**config.mk**
```make
export PLATFORM = sky130hd
export DESIGN_NAME = tdc_coarse_counter
export DESIGN_NICKNAME = d
export VERILOG_FILES = /design/src/rtl/tdc_pkg.sv /design/src/rtl/tdc_edge_sync.sv /design/src/rtl/tdc_coarse_counter.sv
export SDC_FILE = /design/constraint.sdc
export NUM_CORES = 1
export LEC_CHECK = 0
export BUFFER_PORTS_ARGS = -buffer_cell sky130_fd_sc_hd__buf_2
export CORE_AREA = 10 10 67 69
export DETAILED_ROUTE_END_ITERATION = 8
export DIE_AREA = 0 0 77 79
export PLACE_DENSITY = 0.67
export SLEW_MARGIN = 20
export SYNTH_ARGS = -nofsm -noshare
export SYNTH_HDL_FRONTEND = slang
export SYNTH_SLANG_ARGS = --single-unit
```
**constraint.sdc**
```tcl
create_clock -name i_clk -period 2 [get_ports i_clk]
set_clock_uncertainty 0.05 [all_clocks]
set_input_delay 0.1 -clock i_clk [delete_from_list [all_inputs] [get_ports i_clk]]
set_output_delay 0.1 -clock i_clk [all_outputs]
set_load 0.005 [all_outputs]
```
**src/rtl/tdc_pkg.sv**
```systemverilog
// tdc_pkg: shared state encoding and sizing constants for the TDC coarse counter
package tdc_pkg;
  typedef enum logic [1:0] {IDLE, RUN, FLUSH, DONE} tdc_state_e;
  localparam int TDC_COUNT_WIDTH = 16;
  localparam int TDC_SYNC_MIN = 2;
endpackage

```
**src/rtl/tdc_edge_sync.sv**
```systemverilog
// tdc_edge_sync: multi-flop synchronizer with registered rising-edge pulse
module tdc_edge_sync import tdc_pkg::*; #(
  parameter int STAGES = TDC_SYNC_MIN
) (
  input  logic i_clk,
  input  logic i_nreset,
  input  logic i_pulse,
  output logic rise
);
  logic [STAGES-1:0] sync;
  logic prev;
  always_ff @(posedge i_clk)
    if (!i_nreset) begin
      sync <= '0;
      prev <= 1'b0;
      rise <= 1'b0;
    end else begin
      sync <= {sync[STAGES-2:0], i_pulse};
      prev <= sync[STAGES-1];
      rise <= sync[STAGES-1] & ~prev;
    end
endmodule

```
**src/rtl/tdc_coarse_counter.sv**
```systemverilog
// tdc_coarse_counter: ring start/stop FSM, saturating edge counter and valid/ready result port
module tdc_coarse_counter import tdc_pkg::*; #(
  parameter int COUNT_WIDTH = TDC_COUNT_WIDTH,
  parameter int SYNC_STAGES = 2
) (
  input  logic                   i_clk,
  input  logic                   i_nreset,
  input  logic                   i_start,
  input  logic                   i_stop,
  input  logic                   i_pulse,
  output logic                   o_osc_start,
  output logic                   o_osc_nreset,
  output logic                   o_busy,
  output logic [COUNT_WIDTH-1:0] o_count,
  output logic                   o_overflow,
  output logic                   o_valid,
  input  logic                   i_ready
);
  localparam int STAGES = SYNC_STAGES < TDC_SYNC_MIN ? TDC_SYNC_MIN : SYNC_STAGES;
  localparam int FW = $clog2(STAGES + 1);
  localparam logic [FW-1:0] FLUSH_LAST = FW'(STAGES);
  tdc_state_e state;
  logic [FW-1:0] flush_cnt;
  logic rise;
  logic go;
  tdc_edge_sync #(.STAGES(STAGES)) u_sync (
    .i_clk   (i_clk),
    .i_nreset(i_nreset),
    .i_pulse (i_pulse),
    .rise    (rise)
  );
  // a start is honoured from IDLE or as a back-to-back restart on result acceptance
  assign go = i_start & (state == IDLE | (state == DONE & i_ready));
  assign o_osc_start = state == RUN;
  assign o_osc_nreset = state == RUN;
  assign o_busy = state == RUN | state == FLUSH;
  assign o_valid = state == DONE;
  always_ff @(posedge i_clk)
    if (!i_nreset) begin
      state <= IDLE;
      flush_cnt <= '0;
      o_count <= '0;
      o_overflow <= 1'b0;
    end else begin
      state <= go ? RUN :
               (state == RUN & i_stop) ? FLUSH :
               (state == FLUSH & flush_cnt == FLUSH_LAST) ? DONE :
               (state == DONE & i_ready) ? IDLE : state;
      flush_cnt <= state == FLUSH ? flush_cnt + 1'b1 : '0;
      if (go) begin
        o_count <= '0;
        o_overflow <= 1'b0;
      end else if (o_busy & rise) begin
        if (&o_count) o_overflow <= 1'b1;
        else o_count <= o_count + 1'b1;
      end
    end
endmodule

```
# [Yosys cells after proc, flatten, opt, wreduce, memory -nomap -nowiden]
# Cells that the tools add are included.
[word_totals] register_bits=25 inputBits=6 out_inout_bits=21 wordCells=37
[op_classes] n_addsub=2 eq_ne=4 mux=4 bitwise_logic=11 n_reduce_logical=8
[op_table] operator="17-bit AND reduction" n=1
[op_table] operator="16-bit by 1-bit adder with 16-bit output (second input constant)" n=1
[op_table] operator="16-bit AND reduction" n=1
[op_table] operator="1-bit bitwise AND" n=6
[op_table] operator="2-bit == test (second input constant)" n=3
[op_table] operator="2-bit two-way mux" n=3
[op_table] operator="2-bit AND reduction" n=2
[op_table] operator="4-bit nonzero test" n=1
[op_table] operator="1-bit NOT" n=3
[op_table] operator="3-bit nonzero test" n=1
[op_table] operator="2-bit by 1-bit adder with 2-bit output (second input constant)" n=1
[op_table] operator="2-bit by 1-bit == test with 1-bit output (second input constant)" n=1
[op_table] operator="2-bit zero test" n=1
[op_table] operator="1-bit OR" n=2
[op_table] operator="2-bit OR reduction" n=1
[op_table] operator="1-bit two-way mux" n=1

# [Longest topological paths before layout]
# Gate-level depths: netlist (run 1).
[logic_depth] ltp_word=6 depth_mapped=7 mapped_depth_nobuf=6

# [Modules after synthesis]
# From an unflattened synthesis (run 1), not the netlist that was laid out.
[hier_totals] hier_cells=139 hier_area_um2=1266.2
[modules_own_cells] mod="tdc_coarse_counter" instances=1 cells_each=131 area_per_inst_um2=1154.9 seq_area_each_um2=420.4
[modules_own_cells] mod="tdc_edge_sync" instances=1 cells_each=8 area_per_inst_um2=111.4 seq_area_each_um2=80.1

# [Least setup slack after synthesis (run 1)]
# OpenSTA, ideal clock, no wires.
[synth_timing] kind="register to register" startpoint="register state[0]" endpoint="register o_count[13]" setup_time_ps=71 arrival_time_ps=1769 t_required_ps=1879 setup_slack_ps=110 stages_incl_launch_ff=7 n_path_buf=0 synth_period_minus_slack_ps=1890 cell_sequence="dfxtp_1 > inv_1 > ha_1 > and4_1 > nand2_1 > or4_1 > a21oi_1"
[synth_via] word_cells_on_any_way=11 cone_classes="3 x eq/ne; 5 x bitwise; 3 x reduce/logical"
[synth_lines] element="start: declaration" line="tdc_coarse_counter.sv:22" text="tdc_state_e state;"
[synth_lines] element="start signal: assignment" line="tdc_coarse_counter.sv:45" text="state <= go ? RUN :"
[synth_lines] element="2-bit by 1-bit == test with 1-bit output or 2-bit == test (tied branches)" line="tdc_coarse_counter.sv:36" text="assign o_busy = state == RUN | state == FLUSH;"
[synth_lines] element="1-bit OR *" line="tdc_coarse_counter.sv:36"
[synth_lines] element="net o_busy" line="tdc_coarse_counter.sv:13" text="output logic o_busy,"
[synth_lines] element="1-bit bitwise AND *" line="tdc_coarse_counter.sv:53" text="end else if (o_busy & rise) begin"
[synth_lines] element="2-bit AND reduction (no line) *"
[synth_lines] element="end signal: assignment" line="tdc_coarse_counter.sv:55" text="else o_count <= o_count + 1'b1;"
[synth_lines] element="end: declaration" line="tdc_coarse_counter.sv:14" text="output logic [COUNT_WIDTH-1:0] o_count,"
# Mark *: on every way through the listed nets, which the timed path passes. The rest lies on a longest branch.
# A chain may end at the register's enable or synchronous reset.

# [Final worst setup path (run 1)]
[layout_timing] startpoint="register state[1]" endpoint="register o_count[13]"
[layout_via] elab_chain_cells=5 word_cells_on_any_way=11 cone_classes="3 x eq/ne; 5 x bitwise; 3 x reduce/logical"
[layout_lines] element="2-bit == test" line="tdc_coarse_counter.sv:33" text="assign go = i_start & (state == IDLE | (state == DONE & i_ready));"
[layout_lines] element="1-bit bitwise AND" line="tdc_coarse_counter.sv:33"
[layout_lines] element="1-bit OR" line="tdc_coarse_counter.sv:33"
[layout_lines] element="1-bit bitwise AND" line="tdc_coarse_counter.sv:33"
[layout_lines] element="2-bit OR reduction (no line)"
# Several ways; a longest one is shown, not always the timed one.

==> metrics, run 1 <==
Power Total=about 810 uW; diode insertion count for antenna repair=0; area of the core=about 0.0032 mm^2; overall overflow remaining after global route=0; total negative slack for setup checks=0 ns; number of port buffers=26; floorplan die area=0.00608 mm^2; total number of vias=1,157; Iter 0 DRT Violations=79; initial standard-cell utilization of the core=0.377; max incr delay on CP=0.52 ns; count of unresolved DRC violations after routing=0; fraction of layout instances using a drive strength above 1=0.265; number of synthesized register bits=25; final weighted congestion in routability-driven placement=0.797; number of top-level pins=27; clock sink count=25; Critical Path, Cell by Cell=inv_1, ha_4, and4_1, nand2_2, or4_1, a21oi_1; Post-Syn Instances=133; required time of the worst setup path=2.21 ns; worst hold path cell count=3; WL per Instance=between 10 and 15 um; Syn Nets=145; run status=finished, final reports clean; post-DP HPWL=between 2000 and 2500 um; synthesis warning total=0; maximum number of pins on one net before global-route repair=15; Yosys cell types=40; Area contributors post-synth=sky130_fd_sc_hd__dfxtp_1 (41%), sky130_fd_sc_hd__ha_1 (6.2%), sky130_fd_sc_hd__a21oi_1 (3.7%); slew at the pin closest to its max-slew limit=0.487 ns; startpoint types=register; total track usage=0.0955; cell row count=21; Max VDD drop=around 0.00024 V; number of global-route vias before repair=1,073; Mean Syn Cell Area=9.17 um^2; final layout net count=approximately 180; width of the die=77 um; clock latency on the worst-skew pair=0.32 ns; Post CTS Setup Buffer Count=0; CTS root buf=sky130_fd_sc_hd__clkbuf_4; area grow syn2layout=25.1%; total wire length=just under 3000 um; most area-hungry cell type in the Yosys netlist=sky130_fd_sc_hd__dfxtp_1; via density per instance=5.36; hold endpoint=state[0]$_SDFFE_PN0P_; post-layout min period=approximately 1.9 ns; antenna-violating nets left=0; number of antenna violations at the first check in global routing=0; number of fill cells=324; floorplan die height=79 um; global-route wire length before repair=4910 um; PD cells=around 530 mW/mm^2; depth of the worst register-to-register path=6; worst-case register-to-register setup slack=0.12 ns; Max H-tree Level=1; CTS clock-pin slew for the worst setup and hold paths=0.14 ns; Worst slew margin=0.673; top fanout value on the critical path=8; number of hold-slack violations in the final timing report=0; Final setup violation count=0; sequential area share after synthesis=0.410; data arrival time of the critical path=2.08 ns; reported leakage power=0.000630 uW; endpoint type of the worst setup path=register; unrepaired setup endpoints after global routing=false; Crit Path Class=reg2reg; startpoint of the worst register-to-register path=state[1]$_SDFFE_PP0P_; area share of the largest cell type after synthesis=0.410; share of the clock period used by the worst path=0.938; Final Max Slew Viols=0; f_max=533 MHz; reg-to-reg endpoint=o_count[13]$_SDFFE_PP0P_; synthesized cell area=0.00122 mm^2; clock tree buffer depth=2; kind of path behind the tightest hold check=in2reg; max-capacitance violation count=0; start point of the worst min-delay path=i_stop; CTS tree=yes; detailed-routing iteration count for the pre-antenna-repair pass=4; crit path max-delay cell type=sky130_fd_sc_hd__or4_1; number of buffers created by CTS=3
==> worst max-delay path by stage <==
stage	endpoint	cells after the start	start
floorplan	o_count[13]$_SDFFE_PP0P_	6	state[0]$_SDFFE_PN0P_
global placement	o_count[13]$_SDFFE_PP0P_	6	state[0]$_SDFFE_PN0P_
detailed placement	o_count[13]$_SDFFE_PP0P_	6	state[1]$_SDFFE_PP0P_
CTS	o_count[13]$_SDFFE_PP0P_	6	state[0]$_SDFFE_PN0P_
global route	o_count[12]$_SDFFE_PP0P_	4	o_count[5]$_SDFFE_PP0P_
finish	o_count[13]$_SDFFE_PP0P_	6	state[1]$_SDFFE_PP0P_
==> report_power, final <==
part	switching, uW	internal [uW]	total (uW)	leakage, uW
Sequential	4.74	505	510	0.000203
Clock	154	74.8	229	0.0000177
Combinational	35.8	34.0	69.8	0.000409
==> layer usage <==
metal,wire length (um),track usage,vias to the layer above
li1,-,-,586
met1,1380,0.113,535
met2,1410,0.166,32
met3,155,0.0225,4
met4,30,0.0328,0
met5,0,0,-
==> kinds of logic (layout without fill, tap and decap cells) <==
kind of cell	after synthesis	in the layout	share of synthesized area
AO/OA/AOI/OAI	33	33	0.185
XOR/XNOR	1	1	0.00718
adder cells (fa/ha/maj)	6	6	0.0615
buffers and inverters	8	45	0.0277
flip-flops	25	25	0.410
multiplexers	1	1	0.00821
AND/OR/NAND/NOR	59	59	0.301
==> cell usage after synthesis, drive strengths merged <==
cell type / instances
dfxtp: 25
nand2: 11
a21oi: 9
nor2: 9
nand4: 7
o21ai: 7
ha: 6
inv: 6
nor4: 6
or3: 6
and2: 4
nand3: 4
and4: 3
o31ai: 3
a21boi: 2
a21o: 2
and3: 2
o311ai: 2
or4: 2
a211oi: 1
a222oi: 1
a22oi: 1
buf: 1
clkbuf: 1
mux2i: 1
nand3b: 1
nor2b: 1
nor3: 1
nor3b: 1
o211a: 1
o211ai: 1
o21a: 1
o31a: 1
o41ai: 1
or3b: 1
xnor2: 1
==> registers in the layout, summed over array words and instances (netlist names) <==
signal	count
flush_cnt	2
o_overflow	1
u_sync.prev	1
o_count	16
u_sync.rise	1
u_sync.sync	2
state	2
==> final cells by class <==
type,count,area (um^2),area share
well taps,46,57.6,0.0377
inverters,6,22.5,0.0148
flip-flops and latches,25,503,0.330
repair buffers,35,205,0.134
multi-input cells,100,711,0.466
clock inverters,1,5.00,0.00328
clock buffers,3,22.5,0.0148
==> through the flow <==
step                hold WS, ns   util  instance area, um^2  instances  setup WS, ns
floorplan                 0.172      -                 1220        133         0.110
global placement          0.259  0.446                 1440        209         0.104
CTS                   0.0000375  0.461                 1490        215        0.0313
detailed placement        0.274  0.446                 1440        209        0.0265
global route             0.0332  0.472                 1530        216       0.00509
finish                   0.0170  0.472                 1530        216         0.124
==> repair_timing <==
item | in CTS | in global routing
hold buffers | 2 | 1
resized for setup | 2 | 3
setup endpoints to repair | 1 | 6
hold endpoints to repair | 2 | 1
pin swaps | 0 | 1
==> cell usage in the layout, fill, tap and decap left out, types with 6 or more instances in the layout <==
cell type,instances
sky130_fd_sc_hd__buf_4,6
sky130_fd_sc_hd__a21oi_1,9
sky130_fd_sc_hd__nand2_1,10
sky130_fd_sc_hd__inv_1,6
sky130_fd_sc_hd__or3_1,6
sky130_fd_sc_hd__nor2_1,9
sky130_fd_sc_hd__buf_2,26
sky130_fd_sc_hd__o21ai_0,7
sky130_fd_sc_hd__dfxtp_1,23
==> worst max-delay path: cells and delay by family (launching register included) <==
| family | cells | cell delay [ns] |
|---|---|---|
| AND/OR/NAND/NOR | 3 | 0.86 |
| flip-flops | 1 | 0.38 |
| adder cells (fa/ha/maj) | 1 | 0.29 |
| AO/OA/AOI/OAI | 1 | 0.15 |
| buffers and inverters | 1 | 0.08 |
Power figures use the tool's default switching activity.
==> inputs of run 2 (changes only) <==
Settings changed: REMOVE_ABC_BUFFERS set to 1, SLEW_MARGIN 20 to not set.
==> metrics, run 2 (synthesis results as in run 1) <==
run status=finished, final reports clean; number of antenna violations at the first check in global routing=0; most used routing layer=met2; post-DP HPWL=approximately 2400 um; reported leakage power=0.000622 uW; global-route wire length before repair=5230 um; Final setup violation count=0; clock sink count=25; area of the core=0.00323 mm^2; area grow syn2layout=22.5%; Final Max Slew Viols=0; total wire length=3070 um; final weighted congestion in routability-driven placement=0.861; final std cell area, no fill=about 0.0015 mm^2; number of port buffers=26; WL per Instance=14.3 um; f_max=534 MHz; detailed-routing iteration count for the pre-antenna-repair pass=4; kind of path behind the tightest hold check=in2reg; Crit Path Class=reg2reg; final core utilization=0.462; floorplan die area=0.00608 mm^2; met3 Track Usage GR=0.0349; max FFs per register=16; data arrival time of the critical path=2.08 ns; max-capacitance violation count=0; cell row count=21; endpoint type of the worst setup path=register; number of fill cells=342; clock tree buffer depth=2; CTS tree=yes; width of the die=77 um; unrepaired setup endpoints after global routing=true; met1 Use GR=0.118; register bank with the most flops=o_count; clock latency on the worst-skew pair=approximately 0.32 ns; number of global-route vias before repair=between 1,000 and 1,500; number of top-level pins=27; CTS clock-pin slew for the worst setup and hold paths=0.14 ns; met2 Usage GRT=0.174; count of unresolved DRC violations after routing=0; start point of the critical path=state[0]$_SDFFE_PN0P_; Max H-tree Level=1; final layout net count=182; number of hold-slack violations in the final timing report=0; diode insertion count for antenna repair=0; share of the clock period used by the worst path=0.936; overall overflow remaining after global route=0; fraction of layout instances using a drive strength above 1=0.249; maximum number of pins on one net before global-route repair=15; total track usage=0.102; Max VDD drop=~0.00033 V; Post CTS Setup Buffer Count=0; floorplan die height=79 um; commonest cells after routing, fill and taps aside=sky130_fd_sc_hd__buf_2 (26), sky130_fd_sc_hd__dfxtp_1 (23), sky130_fd_sc_hd__nand2_1 (11); Iter 0 DRT Violations=66; startpoint types=register; PD cells=between 500 and 600 mW/mm^2; start point of the worst min-delay path=i_nreset; top fanout value on the critical path=5; initial standard-cell utilization of the core=0.377; antenna-violating nets left=0; instance area after placement=around 0.0014 mm^2; slew at the pin closest to its max-slew limit=0.514 ns; required time of the worst setup path=2.21 ns; Worst slew margin=0.655; most frequent standard cell in the layout excluding fill and tap cells=sky130_fd_sc_hd__buf_2; CTS root buf=sky130_fd_sc_hd__clkbuf_4; startpoint of the worst register-to-register path=state[0]$_SDFFE_PN0P_; total number of vias=1,143; via density per instance=5.32; number of buffers created by CTS=3; post-layout min period=1.87 ns
## run 2: cell type report
cell class	count	area, um^2	share of cell area
clock inverter	1	5.00	0.00335
clock buffer	3	22.5	0.0151
sequential	25	503	0.337
timing repair buffer	34	198	0.132
tap	46	57.6	0.0385
multi-input combinational	100	686	0.459
inverter	6	22.5	0.0151
## run 2: worst max-delay path, stage by stage, from the launching register on
cell	delay, ns
sky130_fd_sc_hd__dfxtp_2	0.38
sky130_fd_sc_hd__inv_1	0.07
sky130_fd_sc_hd__ha_1	0.34
sky130_fd_sc_hd__and4_1	0.22
sky130_fd_sc_hd__nand2_1	0.09
sky130_fd_sc_hd__or4_1	0.53
sky130_fd_sc_hd__a21oi_1	0.15
## run 2: path summary, 6_finish.rpt
path	slack, ns	to	depth (start not counted)
hold / removal	0.000004	u_sync.sync[1]$_SDFF_PN0_	2
setup / recovery	0.13	o_count[13]$_SDFFE_PP0P_	6
hold reg to reg	0.34	u_sync.rise$_SDFF_PN0_	1
setup reg to reg	0.13	o_count[13]$_SDFFE_PP0P_	6
## run 2: metal layers
| metal | routed length [um] | up-vias |
|---|---|---|
| met3 | 181 | 4 |
| met2 | 1470 | 28 |
| li1 | - | 574 |
| met5 | 0 | - |
| met4 | 24 | 0 |
| met1 | 1400 | 537 |
## run 2: where the power goes
part / internal, uW / leakage (uW) / switching (uW)
logic: 31.7 / 0.000401 / 35.3
registers: 505 / 0.000203 / 4.58
clock network: 74.9 / 0.0000177 / 151
total: 612 / 0.000622 / 191
## run 2: through the flow
step / cells / setup slack, ns / hold WS (ns) / TNS (ns) / power (uW)
2_1_floorplan: 131 / 0.106 / 0.172 / 0 / 552
3_3_place_gp: 208 / 0.192 / 0.260 / 0 / 579
3_5_place_dp: 208 / 0.120 / 0.276 / 0 / 581
4_1_cts: 213 / 0.0805 / 0.00126 / 0 / 807
5_1_grt: 215 / -0.00782 / 0.0225 / -0.00782 / 847
6_report: 215 / 0.129 / 0.00000402 / 0 / 803
## run 2: timing repair
item | 4_1_cts | 5_1_grt
setup endpoints to repair | 0 | 8
hold buffers | 1 | 2
hold endpoints to repair | 1 | 1
resized for setup | 0 | 2
